--- src/rtl/wasm_stack_pkg.sv ---
// Shared types and width helpers for the WASM operand stack.
// Define WASM_STK_DROPKEEP_EN to build the DROPKEEP compaction path.
package wasm_stack_pkg;

  typedef enum logic {
    OP_PUSHPOP  = 1'b0,
    OP_DROPKEEP = 1'b1
  } op_mode_e;

  typedef enum logic {
    ST_RUN = 1'b0,
    ST_ERR = 1'b1
  } state_e;

  localparam int DEF_WIDTH    = 32;
  localparam int DEF_DEPTH    = 16;
  localparam int DEF_POP_MAX  = 3;
  localparam int DEF_PUSH_MAX = 2;
  localparam int DEF_KEEP_MAX = 2;

  // Bits needed to hold a count in 0..n.
  function automatic int cnt_w(input int n);
    return $clog2(n + 1);
  endfunction

endpackage

--- src/rtl/wasm_stack_shifter.sv ---
// Combinational next-storage generator: pop shift, push insert, keep/drop compaction, zero fill.
// Index 0 is the stack bottom; the DROPKEEP path exists only with WASM_STK_DROPKEEP_EN.
module wasm_stack_shifter
  import wasm_stack_pkg::*;
#(
  parameter int WIDTH    = DEF_WIDTH,
  parameter int DEPTH    = DEF_DEPTH,
  parameter int POP_MAX  = DEF_POP_MAX,
  parameter int PUSH_MAX = DEF_PUSH_MAX,
  parameter int KEEP_MAX = DEF_KEEP_MAX
) (
  input  logic [DEPTH*WIDTH-1:0]      stk_i,
  input  logic [cnt_w(DEPTH)-1:0]     count_i,
  input  logic                        mode_i,
  input  logic [cnt_w(POP_MAX)-1:0]   pop_num_i,
  input  logic [cnt_w(PUSH_MAX)-1:0]  push_num_i,
  input  logic [PUSH_MAX*WIDTH-1:0]   push_data_i,
  input  logic [cnt_w(DEPTH)-1:0]     drop_num_i,
  input  logic [cnt_w(KEEP_MAX)-1:0]  keep_num_i,
  output logic [DEPTH*WIDTH-1:0]      stk_o
);

`ifndef WASM_STK_DROPKEEP_EN
  logic unused_dk;
  assign unused_dk = ^{drop_num_i, keep_num_i};
`endif

  always_comb begin
    int cnt;
    int base;
    int upto;
`ifdef WASM_STK_DROPKEEP_EN
    int lo;
    int src;
    lo  = 0;
    src = 0;
`endif
    stk_o = '0;
    cnt   = int'(count_i);
    base  = 0;
    upto  = 0;
    if (op_mode_e'(mode_i) == OP_PUSHPOP) begin
      base = cnt - int'(pop_num_i);
      upto = base + int'(push_num_i);
      for (int i = 0; i < DEPTH; i++) begin
        if (i < base) begin
          stk_o[i*WIDTH +: WIDTH] = stk_i[i*WIDTH +: WIDTH];
        end else if (i < upto && (i - base) < PUSH_MAX) begin
          stk_o[i*WIDTH +: WIDTH] = push_data_i[(i-base)*WIDTH +: WIDTH];
        end
      end
    end else begin
`ifdef WASM_STK_DROPKEEP_EN
      // Entries below the dropped band stay put; everything above slides down by drop_num.
      lo = cnt - int'(keep_num_i) - int'(drop_num_i);
      for (int i = 0; i < DEPTH; i++) begin
        src = i + int'(drop_num_i);
        if (i < lo) begin
          stk_o[i*WIDTH +: WIDTH] = stk_i[i*WIDTH +: WIDTH];
        end else if (src < DEPTH) begin
          stk_o[i*WIDTH +: WIDTH] = stk_i[src*WIDTH +: WIDTH];
        end
      end
`else
      stk_o = stk_i;
`endif
    end
  end

endmodule

--- src/rtl/wasm_operand_stack.sv ---
// Operand stack: registers, occupancy, legality check and RUN/ERR FSM; 1-cycle op latency.
// op_ready depends on state only; illegal ops halt the stack until err_clr. Macro: WASM_STK_DROPKEEP_EN.
module wasm_operand_stack
  import wasm_stack_pkg::*;
#(
  parameter int WIDTH    = DEF_WIDTH,
  parameter int DEPTH    = DEF_DEPTH,
  parameter int POP_MAX  = DEF_POP_MAX,
  parameter int PUSH_MAX = DEF_PUSH_MAX,
  parameter int KEEP_MAX = DEF_KEEP_MAX
) (
  input  logic                        clk,
  input  logic                        rst_n,
  input  logic                        op_valid,
  output logic                        op_ready,
  input  logic                        op_mode,
  input  logic [cnt_w(POP_MAX)-1:0]   pop_num,
  input  logic [cnt_w(PUSH_MAX)-1:0]  push_num,
  input  logic [PUSH_MAX*WIDTH-1:0]   push_data,
  input  logic [cnt_w(DEPTH)-1:0]     drop_num,
  input  logic [cnt_w(KEEP_MAX)-1:0]  keep_num,
  input  logic                        err_clr,
  output logic [POP_MAX*WIDTH-1:0]    pop_window,
  output logic [cnt_w(DEPTH)-1:0]     count,
  output logic                        full,
  output logic                        empty,
  output logic                        err_ovf,
  output logic                        err_udf
);

  localparam int CW = cnt_w(DEPTH);

  state_e                   state_q, state_d;
  logic [DEPTH*WIDTH-1:0]   stk_q, stk_d, stk_nxt;
  logic [CW-1:0]            count_q, count_d;
  logic                     err_ovf_q, err_ovf_d;
  logic                     err_udf_q, err_udf_d;

  wasm_stack_shifter #(
    .WIDTH    (WIDTH),
    .DEPTH    (DEPTH),
    .POP_MAX  (POP_MAX),
    .PUSH_MAX (PUSH_MAX),
    .KEEP_MAX (KEEP_MAX)
  ) u_shifter (
    .stk_i       (stk_q),
    .count_i     (count_q),
    .mode_i      (op_mode),
    .pop_num_i   (pop_num),
    .push_num_i  (push_num),
    .push_data_i (push_data),
    .drop_num_i  (drop_num),
    .keep_num_i  (keep_num),
    .stk_o       (stk_nxt)
  );

`ifndef WASM_STK_DROPKEEP_EN
  logic unused_dk;
  assign unused_dk = ^{drop_num, keep_num};
`endif

  always_comb begin
    int cnt;
    int pop;
    int push;
`ifdef WASM_STK_DROPKEEP_EN
    int drop;
    int keep;
    drop = int'(drop_num);
    keep = int'(keep_num);
`endif
    state_d   = state_q;
    stk_d     = stk_q;
    count_d   = count_q;
    err_ovf_d = err_ovf_q;
    err_udf_d = err_udf_q;
    cnt       = int'(count_q);
    pop       = int'(pop_num);
    push      = int'(push_num);
    case (state_q)
      ST_RUN: begin
        if (op_valid) begin
          if (op_mode_e'(op_mode) == OP_PUSHPOP) begin
            if (pop > cnt) begin
              err_udf_d = 1'b1;
              state_d   = ST_ERR;
            end else if (cnt - pop + push > DEPTH) begin
              err_ovf_d = 1'b1;
              state_d   = ST_ERR;
            end else begin
              stk_d   = stk_nxt;
              count_d = CW'(cnt - pop + push);
            end
          end else begin
`ifdef WASM_STK_DROPKEEP_EN
            if (keep + drop > cnt) begin
              err_udf_d = 1'b1;
              state_d   = ST_ERR;
            end else begin
              stk_d   = stk_nxt;
              count_d = CW'(cnt - drop);
            end
`else
            // Compaction not built: DROPKEEP is a silent no-op.
            state_d = ST_RUN;
`endif
          end
        end
      end
      ST_ERR: begin
        if (err_clr) begin
          state_d   = ST_RUN;
          err_ovf_d = 1'b0;
          err_udf_d = 1'b0;
        end
      end
      default: state_d = ST_RUN;
    endcase
  end

  always_ff @(posedge clk or negedge rst_n) begin
    if (!rst_n) begin
      state_q   <= ST_RUN;
      stk_q     <= '0;
      count_q   <= '0;
      err_ovf_q <= 1'b0;
      err_udf_q <= 1'b0;
    end else begin
      state_q   <= state_d;
      stk_q     <= stk_d;
      count_q   <= count_d;
      err_ovf_q <= err_ovf_d;
      err_udf_q <= err_udf_d;
    end
  end

  // Window lane j reads entry count-1-j; lanes past the bottom read zero.
  always_comb begin
    int idx;
    idx        = 0;
    pop_window = '0;
    for (int j = 0; j < POP_MAX; j++) begin
      idx = int'(count_q) - 1 - j;
      if (idx >= 0 && idx < DEPTH) begin
        pop_window[j*WIDTH +: WIDTH] = stk_q[idx*WIDTH +: WIDTH];
      end
    end
  end

  assign op_ready = (state_q == ST_RUN);
  assign count    = count_q;
  assign full     = (count_q == CW'(DEPTH));
  assign empty    = (count_q == '0);
  assign err_ovf  = err_ovf_q;
  assign err_udf  = err_udf_q;

endmodule

--- config.mk ---
export PLATFORM = sky130hd
export DESIGN_NAME = wasm_operand_stack
export DESIGN_NICKNAME = d
export VERILOG_FILES = /design/src/rtl/wasm_stack_pkg.sv /design/src/rtl/wasm_stack_shifter.sv /design/src/rtl/wasm_operand_stack.sv
export SDC_FILE = /design/constraint.sdc
export NUM_CORES = 2
export LEC_CHECK = 0
export ABC_AREA = 1
export CAP_MARGIN = 15
export CORE_ASPECT_RATIO = 1.2
export CORE_MARGIN = 2
export CORE_UTILIZATION = 41
export CTS_BUF_LIST = sky130_fd_sc_hd__clkbuf_8 sky130_fd_sc_hd__clkbuf_16
export DETAILED_ROUTE_END_ITERATION = 7
export HOLD_SLACK_MARGIN = 0.08
export PLACE_DENSITY = 0.59
export SETUP_SLACK_MARGIN = 0.4
export SYNTH_ARGS = -nofsm -noshare
export SYNTH_HDL_FRONTEND = slang
export SYNTH_SLANG_ARGS = --single-unit
--- constraint.sdc ---
create_clock -name clk -period 17.85 [get_ports clk]
set_clock_uncertainty 0.1 [all_clocks]
set_input_delay 3.57 -clock clk [delete_from_list [all_inputs] [get_ports clk]]
set_output_delay 3.57 -clock clk [all_outputs]
set_load 0.01 [all_outputs]
==> flow_metrics.tcl <==
set metrics [dict create \
    hold_viol 0 \
    grt_max_degree 174 \
    ff_latch_area_um2 13000 \
    core_area_um2 102000 \
    row_count 128 \
    layout-drive-gt1-share_pct 6.23 \
    clkSinkCount 520 \
    min_period_ps 11110 \
    tightest_slew_ps 1280 \
    holdCritPathClass "reg2reg" \
    drc 6 \
    synthToLayoutAreaGrowth_pct 11.8 \
    wire_per_inst_um 27.3 \
    initial_utilization_pct 41.4 \
    ant_nets 0 \
    violations "design-rule violations" \
    clkTransAtPathRegs_ps 60 \
    ys_ff_latch 520 \
    setup_ws_ps 6740 \
    yosysUniqueCellTypes 48 \
    endpoint_kind "primary output" \
    relSlewSlack_pct 13.9 \
    place_ws_ps 7190 \
    synth.area.top_cells "dfrtp_1 31%, nand2_1 23%, nor2_1 6.2%, ha_1 5.6%, nand3_1 5.0%" \
    fill_cells 10800 \
    postCtsSetupRepairBufs 0 \
    finalSetupTns_ps 0 \
    die_h_um 355 \
    synthFlopType "dfrtp_1" \
    portBuffers 178 \
    max_stage_delay_ps 940 \
    status "finished, violations left" \
    slew_viol_final 0 \
    r2r_start "count[0]" \
    viasPerCell 6.13 \
    crit_type "reg2out" \
    numCtsBuffers 66 \
    worst-path-buf-inv 7 \
    initialDrtViolationCount 7985 \
    io_pins 186 \
    nets 6899 \
    dp.final_hpwl_mm 123 \
    finalSetupViolCount 0 \
    drt-total-wl_mm 220 \
    fmax_mhz 90.0 \
    reg2reg_setup_slack_ps 9930 \
    synth_edf_count 0 \
    cts_tree "done" \
    holdCritStartpoint "stk_q[109]" \
    cp_cell_sequence "inv_8 -> ha_4 -> buf_4 -> inv_8 -> nand2_1 -> buf_4 -> inv_6 -> buf_4 -> o2111ai_1 -> nand3_1 -> a21oi_1 -> clkdlybuf4s50_1" \
    min_to "stk_q[109]" \
    syn_area_per_cell_um2 6.23 \
    rsz0062_at_grt "false" \
    grtUsageTotal_pct 40.7 \
    path_max_fanout 84 \
    htree_levels 3 \
    postCtsHoldBufs 0 \
    max-cap-violations 0 \
    crit_arrival_ps 7440 \
    r2r_end "stk_q[136]" \
    synth_nets 7018 \
    first_pass_iters 8 \
    grt_pass1_wl_mm 310 \
    ctsResizeCount 0 \
    yosysSeqAreaShare_pct 31.0 \
    grt_pass1_vias 44500 \
    holdPathStages 2 \
    final-instance-count-excl-fill 8046 \
    antenna_found_initial 16 \
    async_flop_share_pct 100 \
    die_area_um2 105000 \
    vias 49300 \
    clock_latency_ps 640 \
    path_common_cell "buf_4" \
    cp_top_family "buffers and inverters" \
    placed_cells 7923 \
    gp_congestion 0.921 \
    required_ps 14180 \
    synthCells 6749 \
    crit_path_top_delay_cell "a21oi_1" \
    syn_area_um2 42000 \
    clk_path_buf_depth 3 \
    die_w_um 296 \
    yosysWarnings 0 \
    cts_root_buffer "clkbuf_16" \
    yosysTopAreaCellShare_pct 31.0 \
    r2r_cells 28 \
    yosysTopAreaCell "dfrtp_1" \
    multi_input_area_um2 25800 \
    timing.final.crit_share_pct 62.2 \
    crit_path_start_kind "flop" \
    grt-ovfl-total 0 \
]
==> worst max path at each step <==
stage               start  slack, ps              to  cells past startpoint
4_1_cts          count[0]       7230  pop_window[46]                     12
6_report         count[0]       6740  pop_window[46]                     12
2_1_floorplan  pop_num[1]       6550      stk_q[364]                     16
3_3_place_gp   pop_num[0]       7170      stk_q[135]                     28
5_1_grt          count[0]       6870  pop_window[46]                     12
3_5_place_dp   pop_num[0]       7190      stk_q[143]                     28
==> layout by cell type, fill, tap and decap left out, drive strengths merged, types with 3 or more instances in the layout <==
cell and count:
a21oi 384, a22oi 88, a31oi 82, buf 126, bufinv 3, clkbuf 81, clkdlybuf4s50 177, clkinv 10
dfrtp 520, diode 8, ha 187, inv 420, nand2 2563, nand3 427, nand3b 10, nand4 15
nor2 705, nor3 41, nor3b 5, nor4 6, o2111ai 67, o211ai 66, o21ai 486, o221ai 23
o22ai 31, or2 97, xnor2 16, xor2 23
==> per-layer routing <==
metal / vias up / wire (um) / track usage (%)
met4: 14 / 18600 / 28.9
met5: - / 112 / 0.138
met1: 22900 / 80100 / 51.1
met2: 3823 / 88900 / 57.7
li1: 21600 / - / -
met3: 986 / 32100 / 14.6
==> flip-flops by register name (all words and copies together) (netlist names) <==
register  count
state_q       1
count         5
stk_q       512
err_udf       1
err_ovf       1
==> worst register-to-register path, delay by kind of cell, from the launching register on <==
family	cells	cell delay, ps
buf+inv	10	3630
fa+ha+maj	4	1280
simple gates	14	2230
flops	1	570
==> cells in the mapped netlist, drive strengths merged (4+ instances only) <==
cell and count:
dfrtp 520, nand3b 10, nand3 427, a22oi 88
o221ai 23, inv 399, o21ai 486, o2111ai 67
nor3 41, a31oi 82, nand4 15, a21oi 384
or2 97, clkinv 4, ha 187, buf 155
nor2 705, xor2 23, nor3b 5, nand2 2563
o211ai 66, nor4 6, xnor2 16, o22ai 31
clkbuf 337
==> through the flow <==
step	area [um2]	hold slack, ps	util [%]
2_1_floorplan	42000	342	-
3_3_place_gp	44800	354	44.1
3_5_place_dp	44800	359	44.1
4_1_cts	46900	372	46.2
5_1_grt	47000	392	46.2
6_report	47000	377	46.3
==> final cells by class <==
cell class / count / area share (%)
multi-input combinational: 5334 / 55.0
sequential: 520 / 27.7
timing repair buffer: 305 / 5.92
clock buffer: 79 / 3.97
tap: 1365 / 3.64
inverter: 403 / 3.27
clock inverter: 32 / 0.490
antenna: 8 / 0.0426
==> cell families (layout without fill, tap and decap cells) <==
family,Yosys count,after routing,synth area share (%)
buf+inv,895,819,8.47
fa+ha+maj,189,189,5.66
simple gates,3870,3870,37.2
other cells,0,8,0
xor+xnor,39,39,0.848
flops,520,520,31.0
compound gates,1236,1236,16.9
Power is not shown: default switching activity piles up to over one toggle a cycle in this logic, so the estimate is an artifact.
